$ cat src/rtl/nn_bg_pkg.sv
// rtl/nn_bg_pkg.sv - shared types and gate-index helper for the burst-gate phase scheduler
package nn_bg_pkg;

    typedef enum logic [1:0] {
        ST_IDLE,
        ST_INIT,
        ST_RUN,
        ST_DRAIN
    } state_t;

    localparam int NGATES_MAX = 8;
    localparam int IDX_W      = 3;

    // Circular search starting after cur; cur itself is the last candidate.
    // Returns cur unchanged when no gate in the mask is enabled.
    function automatic logic [IDX_W-1:0] next_enabled(
        input logic [IDX_W-1:0]      cur,
        input logic [NGATES_MAX-1:0] mask,
        input int                    ngates
    );
        logic [IDX_W-1:0] sel;
        logic [IDX_W-1:0] idx_w;
        logic             found;
        int               idx;
        sel   = cur;
        found = 1'b0;
        for (int k = 1; k <= NGATES_MAX; k++) begin
            idx   = (int'(cur) + k) % ngates;
            idx_w = IDX_W'(idx);
            if (!found && (k <= ngates) && mask[idx_w]) begin
                sel   = idx_w;
                found = 1'b1;
            end
        end
        return sel;
    endfunction

endpackage

$ cat src/rtl/nn_bg_vote.sv
// rtl/nn_bg_vote.sv - masked unanimous vote of burst outputs with hold and INIT load
module nn_bg_vote #(
    parameter int N = 3
) (
    input  logic         CLK,
    input  logic         RSTn,
    input  logic         init_load,
    input  logic         vote_en,
    input  logic         init_state,
    input  logic [N-1:0] burst,
    input  logic [N-1:0] mask,
    output logic         out
);

    logic [N-1:0] hits;

    assign hits = burst & mask;

    // A split vote, or no participating gate, keeps the previous decision.
    always_ff @(posedge CLK or negedge RSTn) begin
        if (!RSTn) begin
            out <= 1'b0;
        end else if (init_load) begin
            out <= init_state;
        end else if (vote_en && (|mask)) begin
            if (hits == mask) begin
                out <= 1'b1;
            end else if (hits == '0) begin
                out <= 1'b0;
            end
        end
    end

endmodule

$ cat src/rtl/nn_bg_phase_sched.sv
// rtl/nn_bg_phase_sched.sv - round-robin gate enable and INIT sequencer; NN_BG_GATE_MASK_EN enables GATE_MASK
module nn_bg_phase_sched
    import nn_bg_pkg::*;
#(
    parameter  int NGATES      = 3,
    parameter  int INIT_CYCLES = 4,
    localparam int PW          = $clog2(NGATES)
) (
    input  logic              CLK,
    input  logic              RSTn,
    input  logic              START,
    input  logic              STOP,
    input  logic              INIT_STATE,
    input  logic [NGATES-1:0] GATE_MASK,
    input  logic [NGATES-1:0] BURST_OUT,
    output logic [NGATES-1:0] GATE_EN,
    output logic              GATE_INIT,
    output logic              OUT,
    output logic [PW-1:0]     PHASE,
    output logic              BUSY
);

    localparam int CW = (INIT_CYCLES > 1) ? $clog2(INIT_CYCLES) : 1;
    localparam logic [NGATES-1:0] GATE_ONE = NGATES'(1);

    state_t            state, state_n;
    logic [CW-1:0]     init_cnt, init_cnt_n;
    logic [PW-1:0]     phase_n;
    logic [NGATES-1:0] gate_en_n;
    logic              gate_init_n;
    logic [NGATES-1:0] eff_mask;
    logic [IDX_W-1:0]  nxt, first;
    logic              any_en, wrap;

`ifdef NN_BG_GATE_MASK_EN
    assign eff_mask = GATE_MASK;
`else
    logic unused_gate_mask;
    assign unused_gate_mask = ^GATE_MASK;
    assign eff_mask         = '1;
`endif

    assign any_en = |eff_mask;
    assign nxt    = next_enabled(IDX_W'(PHASE), NGATES_MAX'(eff_mask), NGATES);
    assign first  = next_enabled(IDX_W'(NGATES - 1), NGATES_MAX'(eff_mask), NGATES);
    // The next visit lands at or below the current gate: this round is complete.
    assign wrap   = any_en && (nxt <= IDX_W'(PHASE));
    assign BUSY   = (state != ST_IDLE);

    always_comb begin
        state_n     = state;
        init_cnt_n  = init_cnt;
        phase_n     = PHASE;
        gate_en_n   = '0;
        gate_init_n = 1'b0;
        unique case (state)
            ST_IDLE: begin
                phase_n = '0;
                if (START && !STOP) begin
                    state_n     = ST_INIT;
                    init_cnt_n  = CW'(INIT_CYCLES - 1);
                    gate_en_n   = '1;
                    gate_init_n = 1'b1;
                end
            end
            ST_INIT: begin
                if (STOP) begin
                    state_n = ST_IDLE;
                    phase_n = '0;
                end else if (init_cnt == '0) begin
                    state_n = ST_RUN;
                    if (any_en) begin
                        phase_n   = PW'(first);
                        gate_en_n = GATE_ONE << PW'(first);
                    end
                end else begin
                    init_cnt_n  = init_cnt - 1'b1;
                    gate_en_n   = '1;
                    gate_init_n = 1'b1;
                end
            end
            ST_RUN, ST_DRAIN: begin
                if ((STOP || state == ST_DRAIN) && (!any_en || wrap)) begin
                    if (!any_en && state == ST_DRAIN && !STOP) begin
                        state_n = ST_DRAIN;
                    end else begin
                        state_n = ST_IDLE;
                        phase_n = '0;
                    end
                end else begin
                    if (STOP) begin
                        state_n = ST_DRAIN;
                    end
                    if (any_en) begin
                        phase_n   = PW'(nxt);
                        gate_en_n = GATE_ONE << PW'(nxt);
                    end
                end
            end
            default: begin
                state_n = ST_IDLE;
                phase_n = '0;
            end
        endcase
    end

    always_ff @(posedge CLK or negedge RSTn) begin
        if (!RSTn) begin
            state     <= ST_IDLE;
            init_cnt  <= '0;
            PHASE     <= '0;
            GATE_EN   <= '0;
            GATE_INIT <= 1'b0;
        end else begin
            state     <= state_n;
            init_cnt  <= init_cnt_n;
            PHASE     <= phase_n;
            GATE_EN   <= gate_en_n;
            GATE_INIT <= gate_init_n;
        end
    end

    nn_bg_vote #(
        .N(NGATES)
    ) u_vote (
        .CLK        (CLK),
        .RSTn       (RSTn),
        .init_load  (state == ST_INIT),
        .vote_en    ((state == ST_RUN) || (state == ST_DRAIN)),
        .init_state (INIT_STATE),
        .burst      (BURST_OUT),
        .mask       (eff_mask),
        .out        (OUT)
    );

endmodule
$ cat config.mk
export PLATFORM = sky130hd
export DESIGN_NAME = nn_bg_phase_sched
export DESIGN_NICKNAME = d
export VERILOG_FILES = /design/src/rtl/nn_bg_pkg.sv /design/src/rtl/nn_bg_vote.sv /design/src/rtl/nn_bg_phase_sched.sv
export SDC_FILE = /design/constraint.sdc
export NUM_CORES = 1
export LEC_CHECK = 0
export BUFFER_PORTS_ARGS = -buffer_cell sky130_fd_sc_hd__buf_2
export CAP_MARGIN = 15
export CORE_AREA = 3 3 40 42
export CTS_CLUSTER_SIZE = 30
export DETAILED_ROUTE_END_ITERATION = 6
export DIE_AREA = 0 0 43 45
export GPL_TIMING_DRIVEN = 0
export PLACE_DENSITY = 0.77
export SLEW_MARGIN = 30
export SYNTH_ARGS = -nofsm -noshare
export SYNTH_HDL_FRONTEND = slang
export SYNTH_SLANG_ARGS = --single-unit
$ cat constraint.sdc
create_clock -name CLK -period 2.7 [get_ports CLK]
set_clock_uncertainty 0.2 [all_clocks]
set_input_delay 0.27 -clock CLK [delete_from_list [all_inputs] [get_ports CLK]]
set_output_delay 0.27 -clock CLK [all_outputs]
set_load 0.01 [all_outputs]
# == Word level (Yosys, flattened, before mapping) ==
# Memories as Yosys holds them, arrays and structs flattened.
# Cells that the tools add are included.
# totals
register_bits,11
rom_bits,24
inputBits,11
output_inout_bits,8
word_cells,85
mem_count,3
# mem_list
name,depth,word_bits,rd,rd_clocked_by_memory_dff,write_ports,line,rtl
(name not given),8,1,1,0,0,nn_bg_pkg.sv:30,if (!found && (k <= ngates) && mask[idx_w]) begin
(name not given),8,1,1,0,0,nn_bg_pkg.sv:30,
(name not given),8,1,1,0,0,nn_bg_pkg.sv:30,
# classes
addsub,4
div_mod_pow,3
n_lt_le_gt_ge,4
n_eq_ne,9
shift,1
muxes,35
n_reduce_logical,20
# op_table
operator,count
remainder unit 32 x 3 -> 32 bit (second input constant),3
two-way mux 2 bit,11
two-way mux 3 bit,7
< comparator 3 x 4 -> 1 bit (second input constant),3
two-way mux 1 bit,12
case mux 2 bit (3 select lines),2
case mux 3 bit (3 select lines),1
adder 2 x 2 -> 3 bit (second input constant),2
inequality test 2 bit (second input constant),3
inequality test 3 bit (second input constant),2
nonzero test 2 bit,3
equality test 2 bit (second input constant),2
logical AND 1 bit,4
logical NOT 2 bit,2
case mux 2 bit (2 select lines),1
AND reduction 4 bit,1
adder 2 x 1 -> 3 bit (second input constant),1
equality test 3 bit (second input constant),1
less-or-equal comparator 3 x 2 -> 1 bit,1
logical NOT 1 bit,3
logical NOT 3 bit,1
AND reduction 3 bit,1
nonzero test 3 bit,1
left shift 1 x 2 -> 3 bit (first input constant),1
other kinds (6),7

# == Depth between registers and ports, before layout ==
# Gate-level depths: netlist of the first run.
# logic_depth
ltp_word,15
mapped_depth,5
ltp_nobuf,5

# == Hierarchy ==
# Synthesis of the first run repeated with hierarchy kept, for this count alone.
# hier_totals
hier_cells,62
hier_area_um2,635.6
# modules_own_cells
mod,instances,cells_per_inst,area_each_um2,seq_area_each_um2
nn_bg_phase_sched,1,52,541.8,250.2
nn_bg_vote,1,10,93.8,25.0

# == Worst setup path before layout of the first run ==
# Ideal clock, no wire load.
# synth_path
path_type,reg-to-reg
startpoint,register PHASE[0]
endpoint,register state[0]
setup_time_ns,0.120
t_arrival_ns,1.340
t_required_ns,2.380
slack_ns,1.040
stages_incl_launch_ff,6
n_path_buf,0
period_less_slack_ns,1.660
path_cell_list,dfrtp_1 > inv_1 > ha_1 > xor2_1 > a21oi_1 > a31o_1
# synth_via
elab_chain_len,15
elab_cells_between_ends,27
cone_classes,add/sub (3); div (3); order compare (1); eq/ne (1); mux (10); reduce/logical (6); memory (3)
# synth_rtl
item,line,rtl
start: declaration,nn_bg_phase_sched.sv:19,"output logic [PW-1:0] PHASE,"
start signal: assignment,nn_bg_phase_sched.sv:117,PHASE <= phase_n;
adder 2 x 1 -> 3 bit,nn_bg_pkg.sv:28,idx = (int'(cur) + k) % ngates;
remainder unit 32 x 3 -> 32 bit,nn_bg_pkg.sv:28,
memory read (8 x 1 bit),-,
two-way mux 1 bit (implied by the code),nn_bg_pkg.sv:30,
two-way mux 1 bit,nn_bg_pkg.sv:30,
logical NOT 1 bit,nn_bg_pkg.sv:30,
logical AND 1 bit,nn_bg_pkg.sv:30,
two-way mux 1 bit,nn_bg_pkg.sv:30,
logical NOT 1 bit,nn_bg_pkg.sv:30,
logical AND 1 bit,nn_bg_pkg.sv:30,
two-way mux 3 bit,nn_bg_pkg.sv:30,
less-or-equal comparator 3 x 2 -> 1 bit (*),nn_bg_phase_sched.sv:47,assign wrap = any_en && (nxt <= IDX_W'(PHASE));
logical AND 1 bit (*),nn_bg_phase_sched.sv:83,if ((STOP || state == ST_DRAIN) && (!any_en || wrap)) begin
inequality test 3 bit (no line) / two-way mux 2 bit (equally long branches),-,
AND reduction 3 bit (no line) / case mux 2 bit (3 select lines) (equally long branches),-,
end signal: assignment,nn_bg_phase_sched.sv:115,state <= state_n;
end: declaration,nn_bg_phase_sched.sv:26,"state_t state, state_n;"
# Every way passes the cells marked *; elsewhere a longest branch is shown, timed or not. The select of a mux whose other input is x is not followed.
# A chain may end at the register's enable or synchronous reset.

# == Worst setup path in the final report of the first run ==
# layout_path
startpoint,register state[1]
endpoint,output port BUSY
# layout_via
elab_chain_len,1
# layout_rtl
item,line,rtl
nonzero test 2 bit,nn_bg_phase_sched.sv:48,assign BUSY = (state != ST_IDLE);
end: declaration,nn_bg_phase_sched.sv:20,output logic BUSY
# No other way between the ends.

==> results.ini, run 1 <==
[timing]
maxSlewViolCount=0
hold_viol=0
min_period_over_period_pct=67.0
setup_viol=0
finalCriticalPeriod_ps=1810
max_freq_mhz=553
tns_ps=0
rsz0062_at_grt=false
maxSlewHeadroom_pct=73.5
tightest_slew_ps=397

[clocking]
postCtsSetupRepairBufs=0
clk_pin_slew_ps=70
cts_buffer_depth=2
cts.htree.levels=1
clock_latency_ps=260
cts_sinks=11
cts_made_buffers=3
cts_root_buf=clkbuf_4
cts_tree=built

[power]
finalPower_uw=850
p_int_uw=506
vdd_drop_max_v=0.000532
swShare_pct=40.5
pwr-share-comb_pct=55.6
pwr-share-seq_pct=31.7
power_density_nw_per_um2=1090
power_switching_uw=344
clockPowerShare_pct=12.7
p_leak_uw=0.000398

[grt]
grt_pass1_vias=456
grt_pass1_wl_mm=2.10
gr-total-overflow=0
grt_max_degree=12
grt_antenna_before_repair=0
grt_usage_pct=15.0

[floorplan]
die_h_um=45
start_util_pct=50.6
ios=19
fp.dieW_um=43
dieArea_um2=1940
rows=13
fp.coreArea_um2=1280

[yosys]
synth_ff_type=dfrtp_1
synth_area_um2=651
seq_area_frac_synth_pct=42.3
ys_ff_latch=11
netlist_top_cells_area=dfrtp_1, ha_1, nor2b_1, nor4b_4, a21o_1
yosysWarnings=0
synth_top_area_share_pct=42.3
synthArstFlopShare_pct=100
synth.distinct_cells=30
synth_edf_count=0
synth_area_per_cell_um2=10.8
syn_nets=76
yosys.area.top_type=dfrtp_1
synthCells=60

[setup_path]
cpMaxStageDelayCell=dfrtp_1
slowest_delay_ps=440
worstSetupStartpointType=register
worstPathArrival_ps=1340
crit_type=reg2out
critPathTopFamily=flip-flops
crit_chain=buf_4 -> nor2_1 -> inv_1 -> buf_2
path_buf_inv=3
critPathCaptureType=output port
cp_data_required_time_ps=2230
path_max_fanout=10

[drt]
wl_per_cell_um=12.8
drt-pass1-iter-count=3
drc=0
via_count=506
routed_wl_mm=1.22
final_antenna_net_count=0
drt_iter0_markers=7
vias_per_cell=5.33

[flow_run]
cap_violations=0

[placed_design]
dpl_cell_area_um2=744
gp_congestion=0.719
io_buffers=15
hpwl_um=929

[layout]
fill_cells=118
multi_input_area_um2=342
final_nets=97
seq_area_um2=275
stdcell_area_um2=781
mostFrequentLayoutCell=buf_2
final_cell_mix=buf_2, dfrtp_1, inv_1, ha_1
area_delta_synth_final_pct=20.0
num_antenna_cells=0
drive_gt1_share_pct=31.3

[hold_path]
hold_class=in2reg

[outcome]
outcome=finished, final reports clean

## per-stage QoR
step,setup WS (ps),cells,utilization (%),hold WS [ps]
final,892,95,60.8,61.6
after global routing,818,95,60.8,56.2
after CTS,870,95,60.8,51.1
after detailed placement,985,90,57.9,-48.1
after global placement,996,90,57.9,-48.3
after floorplan,1040,60,-,-226
## cell usage after synthesis (2+ instances only)
cell / n
dfrtp_1: 11
ha_1: 5
inv_1: 5
nor2_1: 4
nor2b_1: 4
a21o_1: 3
nand2_1: 3
a21oi_1: 2
buf_4: 2
## repair_timing
| action | in CTS | in global routing |
|---|---|---|
| gates resized for setup | 0 | 0 |
| hold buffers | 1 | 0 |
| hold endpoints to repair | 11 | 0 |
## power groups by stage
stage	sequential [µW]	combinational, µW	clock [µW]
3_3_place_gp	268	462	0
5_1_grt	279	526	125
3_5_place_dp	272	478	0
6_report	270	473	108
4_1_cts	269	480	116
2_1_floorplan	287	341	0
## area by class of cell
type / instances / share of cell area [%]
sequential: 11 / 35.3
multi-input combinational: 42 / 43.8
clock buffer: 4 / 3.37
tap: 15 / 2.40
timing repair buffer: 16 / 10.9
inverter: 5 / 2.40
buffer: 2 / 1.92
## worst paths after layout
path	start	to	slack, ps	cells past startpoint
worst min-delay path	BURST_OUT[2]	u_vote.out	60	3
max in group asynchronous	RSTn	init_cnt[1]	1890	2
min in group asynchronous	RSTn	GATE_EN[1]	200	2
worst max register to register	PHASE[0]	state[0]	960	5
worst min register to register	init_cnt[1]	init_cnt[1]	300	1
worst max-delay path	state[1]	BUSY	890	4
## layer usage
metal  track usage (%)  part of all wire, %  vias up
li1                  -                    -      255
met1              18.8                   47      233
met2              23.4                   45       16
met3              2.79                  6.7        2
met4              10.8                  1.2        0
met5                 0                    0        -
## flip-flops by register name (all words and copies together) (netlist names)
register	count
PHASE	2
state	2
GATE_EN	3
init_cnt	2
u_vote.out	1
GATE_INIT	1
## kinds of logic after synthesis
group | after synthesis | share of synthesized area [%]
AOI/OAI and AO/OA | 19 | 25.4
and+or+nand+nor | 17 | 16.2
DFF | 11 | 42.3
buffers and inverters | 7 | 5.19
adders and majority gates | 5 | 9.62
xor gates and xnor gates | 1 | 1.35
## worst min-delay path, delay by kind of cell
family                 cells  cell delay, ps
AOI/OAI and AO/OA          1              70
buffers and inverters      1              90
and+or+nand+nor            1              50
No activity file was read; power rests on OpenSTA's default activity.
==> run 2: changes to the inputs <==
--- a/config.mk
+++ b/config.mk
@@ -7,12 +7,12 @@
 export LEC_CHECK = 0
 export BUFFER_PORTS_ARGS = -buffer_cell sky130_fd_sc_hd__buf_2
 export CAP_MARGIN = 15
-export CORE_AREA = 3 3 40 42
+export CORE_MARGIN = 3
+export CORE_UTILIZATION = 44
 export CTS_CLUSTER_SIZE = 30
 export DETAILED_ROUTE_END_ITERATION = 6
-export DIE_AREA = 0 0 43 45
 export GPL_TIMING_DRIVEN = 0
-export PLACE_DENSITY = 0.77
+export PLACE_DENSITY = 0.73
 export SLEW_MARGIN = 30
 export SYNTH_ARGS = -nofsm -noshare
 export SYNTH_HDL_FRONTEND = slang
==> constraint.sdc (replaced) <==
create_clock -name CLK -period 1.5 [get_ports CLK]
set_clock_uncertainty 0.2 [all_clocks]
set_input_delay 0.15 -clock CLK [delete_from_list [all_inputs] [get_ports CLK]]
set_output_delay 0.15 -clock CLK [all_outputs]
set_load 0.01 [all_outputs]
==> run 2 against run 1 <==
The run now ends with negative setup slack left. Cell area increased by 26%. Register-to-register slack got worse by 980 ps. Routed wire length grew 31%. Via count up 17%. Combinational power increased to 2.7 times the previous value. Power is 130% higher. Final cell count increased by 17%.
==> results.ini, run 2 (same netlist as run 1, synthesis figures left out) <==
[setup_path]
rr_worst_depth=5
cp_data_required_time_ps=1510
worstSetupStartpointType=register
critical_path.endpoint=init_cnt[0]
rrSetupSlack_ps=-20
crit_type=reg2reg
reg2reg_to=init_cnt[0]
critPathCaptureType=register
crit_start=init_cnt[1]
path_max_fanout=5
worstPathArrival_ps=1520
r2r_start=init_cnt[1]

[floorplan]
ios=19
start_util_pct=48.2
dieArea_um2=1980
fp.dieW_um=44.5
fp.coreArea_um2=1350
rows=13
die_h_um=44.5

[power]
p_leak_uw=0.000475
pwr-share-seq_pct=24.4
power_switching_uw=797
swShare_pct=40.5
p_int_uw=1170
vdd_drop_max_v=0.000988
pwr-share-comb_pct=65.1
power_density_nw_per_um2=1990
clockPowerShare_pct=10.5

[drt]
drt-pass1-iter-count=4
drt_iter0_markers=23
dr.max_layer_used=met4
wl_met2_um=710
via_count=592
drc=0
routed_wl_mm=1.59
wl_met3_um=139
wl_met1_um=714
vias_per_cell=5.33
wl_per_cell_um=14.3
final_antenna_net_count=0

[layout]
num_antenna_cells=0
top_register=GATE_EN
final_nets=113
final_cell_mix=buf_2, dfrtp_1, buf_4
largest_register_ffs=3
drive_gt1_share_pct=52.1
mostFrequentLayoutCell=buf_2
fill_cells=98
fin_cells=111
area_delta_synth_final_pct=51.7
stdcell_area_um2=987

[timing]
max_freq_mhz=659
setup_viol=1
rsz0062_at_grt=true
holdWs_ps=19.2
tightest_slew_ps=326
maxSlewHeadroom_pct=78.2
min_period_over_period_pct=101
maxSlewViolCount=0
fin_ws_ps=-18.0
finalCriticalPeriod_ps=1520
hold_viol=0

[placed_design]
dpl_cell_area_um2=758
post-place-ws_ps=-128
gp_congestion=0.701
placedCellCount=90
hpwl_um=895
io_buffers=15

[clocking]
clock_latency_ps=270
cts.htree.levels=1
cts_tree=built
cts_root_buf=clkbuf_4
cts_sinks=11
cts_made_buffers=3
clk_pin_slew_ps=70
cts_buffer_depth=2

[hold_path]
hold_class=in2reg

[grt]
grt_pass1_vias=574
grt_antenna_before_repair=0
grt_pass1_wl_mm=2.64
grt_usage_pct=18.9
grt_max_degree=12
gr-total-overflow=0

[outcome]
violations=negative setup slack
outcome=finished with violations

[flow_run]
cap_violations=0

## run 2: cell count changes in the layout (fill, tap and decap cells not counted), sizes merged
cell         previous run  this run
buf                    17        28
dlygate4sd3             1         6
## run 2: critical path, stage by stage, from the launching register on
cell and delay, ps:
dfrtp_1 370, inv_2 60, ha_4 170, buf_4 140, a211oi_4 330, a21o_1 190
## run 2: area by class of cell
cell class	instances	area (µm²)	share of cell area, %
flip-flops and latches	11	277	28.0
well taps	15	18.8	1.90
multi-input cells	42	403	40.8
repair buffers	32	221	22.4
inverters	5	18.8	1.90
plain buffers	2	22.5	2.28
clock buffers	4	26.3	2.66
## run 2: how the worst min path moves through the flow
stage / start / endpoint / slack (ps) / cells past startpoint
after floorplan: RSTn / GATE_EN[0] / -350 / 0
after global placement: RSTn / GATE_EN[1] / -170 / 1
after detailed placement: RSTn / GATE_EN[1] / -170 / 1
after CTS: BURST_OUT[1] / u_vote.out / 20 / 3
after global routing: BURST_OUT[1] / u_vote.out / 30 / 3
final: BURST_OUT[1] / u_vote.out / 20 / 3
## run 2: metrics by stage
stage | TNS (ps) | utilization (%) | total power, µW
6_report | -18.0 | 73.1 | 1970
4_1_cts | 0 | 68.8 | 1790
3_3_place_gp | -293 | 56.2 | 1350
3_5_place_dp | -387 | 56.2 | 1380
5_1_grt | -258 | 73.1 | 2130
2_1_floorplan | -12.4 | - | 1160
## run 2: repair_timing
action,4_1_cts,5_1_grt
gates resized for setup,8,7
hold buffers,6,0
setup endpoints to repair,8,6
hold endpoints to repair,15,0
setup buffers,7,4
pin swaps,2,6
## run 2: metal layers
| layer | up-vias | track usage [%] |
|---|---|---|
| met5 | - | 0 |
| met4 | 0 | 11.4 |
| met3 | 6 | 6.10 |
| met2 | 31 | 27.9 |
| met1 | 273 | 23.7 |
| li1 | 282 | - |
## run 2: power groups by stage
stage	Combinational, µW	Clock, µW	Sequential, µW
CTS	1110	207	470
finish	1280	207	481
global route	1410	228	494
detailed placement	886	0	493
global placement	862	0	489
floorplan	638	0	522
